### src/rtl/fn_sw_pkg.sv
// Shared operator encodings for the fn_sw datapath.
package fn_sw_pkg;

  typedef enum logic [1:0] {
    OP_AND = 2'b00,
    OP_XOR = 2'b01,
    OP_OR  = 2'b10,
    OP_ADD = 2'b11
  } op_e;

endpackage

### src/rtl/fn_sw_op.sv
// Combinational operator: AND/XOR/OR/ADD with carry-out for ADD only.
module fn_sw_op
  import fn_sw_pkg::*;
#(
  parameter int unsigned WIDTH = 8
) (
  input  logic [WIDTH-1:0] a,
  input  logic [WIDTH-1:0] b,
  input  logic [1:0]       sel,
  output logic [WIDTH-1:0] y,
  output logic             co
);

  always_comb begin
    y  = '0;
    co = 1'b0;
    case (op_e'(sel))
      OP_AND: y = a & b;
      OP_XOR: y = a ^ b;
      OP_OR:  y = a | b;
      OP_ADD: {co, y} = {1'b0, a} + {1'b0, b};
      default: ;
    endcase
  end

endmodule

### src/rtl/fn_sw_pipe.sv
// Two-stage valid/ready operator pipeline (operand stage, result stage).
// Optional saturating output-transfer counter on port cnt: define FN_SW_PIPE_CNT_EN.
module fn_sw_pipe
  import fn_sw_pkg::*;
#(
  parameter int unsigned WIDTH = 8,
  parameter int unsigned CNT_W = 16
) (
  input  logic             clk,
  input  logic             rst_n,
  input  logic             in_valid,
  output logic             in_ready,
  input  logic [WIDTH-1:0] a,
  input  logic [WIDTH-1:0] b,
  input  logic [1:0]       sel,
  output logic             out_valid,
  input  logic             out_ready,
  output logic [WIDTH-1:0] y,
  output logic             co
`ifdef FN_SW_PIPE_CNT_EN
  ,
  output logic [CNT_W-1:0] cnt
`endif
);

  if (WIDTH < 1 || WIDTH > 32 || CNT_W < 1) begin : g_bad_params
    $error("fn_sw_pipe: WIDTH must be 1..32 and CNT_W at least 1");
  end

  logic             s1_vld_q, s1_vld_d;
  logic [WIDTH-1:0] a_q, a_d, b_q, b_d;
  op_e              sel_q, sel_d;
  logic             s2_vld_q, s2_vld_d;
  logic [WIDTH-1:0] y_q, y_d;
  logic             co_q, co_d;

  logic             s1_adv, s2_adv, in_acc;
  logic [WIDTH-1:0] op_y;
  logic             op_co;

  fn_sw_op #(.WIDTH(WIDTH)) u_op (
    .a   (a_q),
    .b   (b_q),
    .sel (sel_q),
    .y   (op_y),
    .co  (op_co)
  );

  // S2 frees up if empty or draining this cycle; S1 may then refill in the same cycle.
  assign s2_adv   = !s2_vld_q || out_ready;
  assign s1_adv   = s1_vld_q && s2_adv;
  assign in_ready = !s1_vld_q || s1_adv;
  assign in_acc   = in_valid && in_ready;

  always_comb begin
    s1_vld_d = s1_vld_q;
    a_d      = a_q;
    b_d      = b_q;
    sel_d    = sel_q;
    s2_vld_d = s2_vld_q;
    y_d      = y_q;
    co_d     = co_q;

    if (in_acc) begin
      s1_vld_d = 1'b1;
      a_d      = a;
      b_d      = b;
      sel_d    = op_e'(sel);
    end else if (s1_adv) begin
      s1_vld_d = 1'b0;
    end

    if (s2_adv) begin
      s2_vld_d = s1_vld_q;
    end
    if (s1_adv) begin
      y_d  = op_y;
      co_d = op_co;
    end
  end

  always_ff @(posedge clk or negedge rst_n) begin
    if (!rst_n) begin
      s1_vld_q <= 1'b0;
      a_q      <= '0;
      b_q      <= '0;
      sel_q    <= OP_AND;
      s2_vld_q <= 1'b0;
      y_q      <= '0;
      co_q     <= 1'b0;
    end else begin
      s1_vld_q <= s1_vld_d;
      a_q      <= a_d;
      b_q      <= b_d;
      sel_q    <= sel_d;
      s2_vld_q <= s2_vld_d;
      y_q      <= y_d;
      co_q     <= co_d;
    end
  end

  assign out_valid = s2_vld_q;
  assign y         = y_q;
  assign co        = co_q;

`ifdef FN_SW_PIPE_CNT_EN
  logic [CNT_W-1:0] cnt_q, cnt_d;

  always_comb begin
    cnt_d = cnt_q;
    if (out_valid && out_ready && cnt_q != '1) begin
      cnt_d = cnt_q + 1'b1;
    end
  end

  always_ff @(posedge clk or negedge rst_n) begin
    if (!rst_n) begin
      cnt_q <= '0;
    end else begin
      cnt_q <= cnt_d;
    end
  end

  assign cnt = cnt_q;
`endif

endmodule
### config.mk
export PLATFORM = sky130hd
export DESIGN_NAME = fn_sw_pipe
export DESIGN_NICKNAME = d
export VERILOG_FILES = /design/src/rtl/fn_sw_pkg.sv /design/src/rtl/fn_sw_op.sv /design/src/rtl/fn_sw_pipe.sv
export SDC_FILE = /design/constraint.sdc
export NUM_CORES = 1
export LEC_CHECK = 0
export CORE_MARGIN = 2
export CORE_UTILIZATION = 59
export CTS_BUF_LIST = sky130_fd_sc_hd__clkbuf_4 sky130_fd_sc_hd__clkbuf_8
export CTS_CLUSTER_SIZE = 10
export DETAILED_ROUTE_END_ITERATION = 16
export DONT_BUFFER_PORTS = 1
export PLACE_DENSITY = 0.86
export SYNTH_ARGS = -nofsm -noshare
export SYNTH_HDL_FRONTEND = slang
export SYNTH_SLANG_ARGS = --single-unit
### constraint.sdc
create_clock -name clk -period 1.96 [get_ports clk]
set_clock_uncertainty 0.1 [all_clocks]
set_input_delay 0.392 -clock clk [delete_from_list [all_inputs] [get_ports clk]]
set_output_delay 0.392 -clock clk [all_outputs]
set_load 0.02 [all_outputs]
After elaboration in Yosys (flattened, before gate mapping) --
Cells that the tools add are included.
Operators by class: multiplexer cells 4, magnitude comparators 0, div/mod/pow operators 0, bitwise gates (word level) 3, multiply operators 0, add/sub/neg operators 1, shift-type cells 0, reduce and logical (&&, ||, !) cells 8, equal/unequal tests 3
Operator list (number):
- $pmux W8 S4 | 1
- $add A8 B8 Y9 | 1
- $and A8 B8 Y8 | 1
- $or A8 B8 Y8 | 1
- $xor A8 B8 Y8 | 1
- $eq A2 B2 Y1 const B | 2
- $mux W1 | 3
- $eq A2 B1 Y1 const B | 1
- $logic_and A1 B1 Y1 | 2
- $logic_not A1 Y1 | 2
- $logic_not A2 Y1 | 1
- $logic_or A1 B1 Y1 | 2
- $reduce_bool A2 Y1 | 1
Storage, ports and cells: logic and storage cells 26, register bits after elaboration 29, memory bits (writable) 0, ROM bits 0, bits in latches 0, output and inout bits 11, memories kept 0

Longest topological paths before layout --
depth in word-level cells 6, depth in mapped cells 7, gate-level depth less buffers 7

Modules after synthesis --
A second synthesis with hierarchy kept.
Second synthesis, totals: cells, all modules 169, area, all modules 1913.1 µm²
By module, submodules not included:
- fn_sw_pipe | cells each 63, times used 1, area an instance 1153.6 µm²
- fn_sw_op | cells each 106, times used 1, area an instance 759.5 µm²

Least setup slack after synthesis --
OpenSTA, ideal clock, no wires.
path kind register to register, from register a_q[0], to register y_q[4] (netlist: y[4]), data arrival time 1.739 ns, clock period less this slack 1.922 ns, buffers on the path 0, slack 0.038 ns, setup time 0.083 ns, stages on the path, launching flop included 8, cells stage by stage dfrtp_1 -> ha_1 -> fa_1 -> a21o_2 -> a21oi_1 -> mux2i_1 -> nor3_1 -> o21ai_0
On the way: word-level cells in the longest chain between the ends 2
RTL lines:
- from (decl) | line fn_sw_pipe.sv:31 | logic [WIDTH-1:0] a_q, a_d, b_q, b_d;
- from (signal assigned) | line fn_sw_pipe.sv:85 | a_q <= '0;
- from (signal assigned) | line fn_sw_pipe.sv:93 | a_q <= a_d;
- $add A8 B8 Y9 | line fn_sw_op.sv:21 | OP_ADD: {co, y} = {1'b0, a} + {1'b0, b};
- $pmux W8 S4 | line fn_sw_op.sv:17 | case (op_e'(sel))
- to (signal assigned) | line fn_sw_pipe.sv:97 | y_q <= y_d;
- to (decl) | line fn_sw_pipe.sv:34 | logic [WIDTH-1:0] y_q, y_d;
No other way between the ends. A chain may end at the register's enable or synchronous reset.

Final worst setup path --
from register a_q[2], to register y_q[7] (netlist: y[7])
Same word-level chain as after synthesis.

==> flow_summary.ini <==
[job]
cap_violations = 0

[drt]
post-route-drc-count = 4
drtIter0Drc = 64
final_antenna_net_count = 0
dr_total_vias = 1330
avgViaCountPerCell = 5.91
routed_wl_mm = 3.94
dr.pass1.iters = 10
wire_per_inst_um = 17.5

[global_routing]
track_usage_pct = 24.3
first_global_vias = 1331
grt_antenna_before_repair = 0
grt_pass1_wl_mm = 6.19
grt_max_degree = 30
overflow = 0

[cells_and_area]
design_area_sq_um = 2110
mostFrequentLayoutCell = dfrtp_1
areaGrowthSynthToFinish_pct = 18.5
most-common-layout-cells = 27 x dfrtp_1, 19 x mux2_2, 18 x buf_4
fin_nets = 232
multi_input_area_sq_um = 1060
n_antenna_cell = 0
layout-drive-gt1-share_pct = 35.6
fillerInstances = 185
register_area_sq_um = 728
instances_no_fill = 225

[synthesis]
synth_top_flop_cell = dfrtp_1
syn-num-nets = 212
netlist_area_sq_um = 1780
async_flop_share_pct = 100
yosysWarnings = 0
synthCells = 173
synth_seq_cells = 29
ys_types = 41
ys_seq_area_share_pct = 40.7
synth_edf_count = 0
syn_avg_cell_area_sq_um = 10.3

[worst_setup_path]
startpoint_type = flip-flop
critPathMaxFanout = 5
slowest_delay_ns = 0.39
crit_cells = 7
critical-path-top-delay-family = compound AO/OA/AOI/OAI gates
worstPathCellList = inv_2, ha_4, a21oi_4, a211oi_2, o31a_1, or3_1, a31oi_1
critPathKind = reg -> reg
critPathRequiredTime_ns = 2.12
cp.arrival_ns = 2.11
cpMaxStageDelayCell = dfrtp_1
cp_num_buf_inv = 1
cp-end-kind = flip-flop
ff2ff_path_depth = 7

[cts]
cts_tree = built
clock_tree.buffer_depth = 2
numClockSinks = 29
insertion_delay_ns = 0.34
htree_levels = 2
numCtsBuffers = 5
root_buffer = clkbuf_4
clk_pin_slew_worst_paths_ns = 0.09

[power]
p_clk_share_pct = 17.8
switching_share_pct = 38.7
p_leak_uw = 0.000952
seqPwrFrac_pct = 43.5
p_per_area_nw_per_um2 = 985
p_int_uw = 1280
comb_power_share_pct = 38.7
p_total_uw = 2080
vdd_drop_max_mv = 0.549
power.switching_uw = 807

[floorplanning]
num_io_pins = 33
die-area_sq_um = 3480
fp.dieH_um = 59.0
start_util_pct = 63.6
core_sq_um = 2810
die_width_um = 59.0
row_count = 19

[sta]
period_share_pct = 99.8
worst_slew_pin_slew_ns = 0.440
hold_viol = 0
setup_viol = 0
period_needed_ns = 1.96
final_max_slew_viol_count = 0
setup_ws_ns = 0.00404
slew_headroom_pct = 70.7
max_freq_mhz = 511

[placement]
place.gp.congestion = 0.889
dpl-instance-area_sq_um = 1910
numPortBuffers = 0
dp_cells = 213
pre_cts_ws_ns = -0.0568
post-dp-hpwl_mm = 2.72

[worst_hold_path]
worst_hold_path_type = in -> reg
hold_depth = 1

[run_status]
violations = DRC
outcome = finished, violations left
## power by group through the flow
stage | clock [uW] | combinational (uW) | sequential (uW)
after floorplan | 0 | 497 | 877
after global placement | 0 | 644 | 910
after detailed placement | 0 | 660 | 919
after CTS | 378 | 708 | 906
after global routing | 402 | 882 | 926
final | 370 | 807 | 906
## timing repair
item,CTS,global route
buffers inserted,0,2
hold endpoints to repair,29,0
resized for setup,5,16
endpoints found under the setup margin,4,5
hold buffers,2,0
cloned,0,0
pin swaps,0,3
## cell usage after synthesis, types with 4 or more instances
library cell   n  area [sq um]
dfrtp_1       29           726
mux2_2        19           214
inv_1         18          67.6
ha_1          16           200
nand2_1       15          56.3
a21oi_1       11          55.1
nand2b_1       6          37.5
o21ai_0        6          30.0
buf_2          4          20.0
nor2_1         4          15.0
## routing by layer
layer  GRT usage [%]  up-vias  wire, um
met2            37.3       42      1880
met5               0        -         0
met4            13.3        0       127
met3            6.55       13       214
li1                -      648         -
met1            31.1      627      1720
## final cells by class
| type | instances | area share [%] |
|---|---|---|
| Clock buffer | 6 | 2.13 |
| Tap cell | 31 | 1.83 |
| Multi-Input combinational cell | 119 | 50.1 |
| Sequential cell | 29 | 34.4 |
| Clock inverter | 2 | 0.473 |
| Timing Repair Buffer | 20 | 7.81 |
| Inverter | 18 | 3.20 |
## final timing paths
path                            startpoint  slack, ns         to
worst max-delay path                a_q[2]      0.004       y[7]
worst min-delay path              in_valid       0.06   s1_vld_q
worst max register to register      a_q[2]      0.004       y[7]
worst min register to register    s1_vld_q       0.42  out_valid
max in group asynchronous            rst_n       1.19     a_q[1]
min in group asynchronous            rst_n       0.40       y[0]
## registers in the layout (all words and copies together), names as in the netlist
name and count:
a_q 8, b_q 8, co 1, out_valid 1
s1_vld_q 1, sel_q 2, y 8
## stage by stage
stage	utilization, %	hold WS [ns]	TNS [ns]
after floorplan	-	-0.00359	0
after global placement	68.2	-0.00299	0
after detailed placement	68.2	-0.00295	-0.0756
after CTS	72.1	0.0525	0
after global routing	75.4	0.0465	-0.0494
final	75.4	0.0567	0
## cells by family (layout without fill, tap and decap cells)
kind of cell / Yosys count / count (layout) / share of synthesized area, %
buffers and inverters: 25 / 46 / 5.54
DFF: 29 / 29 / 40.7
muxes: 23 / 23 / 14.9
AOI/OAI and AO/OA: 36 / 36 / 13.4
and+or+nand+nor: 42 / 42 / 12.6
adders and majority gates: 17 / 17 / 12.3
xor gates and xnor gates: 1 / 1 / 0.491
No activity file was read; power rests on OpenSTA's default activity.
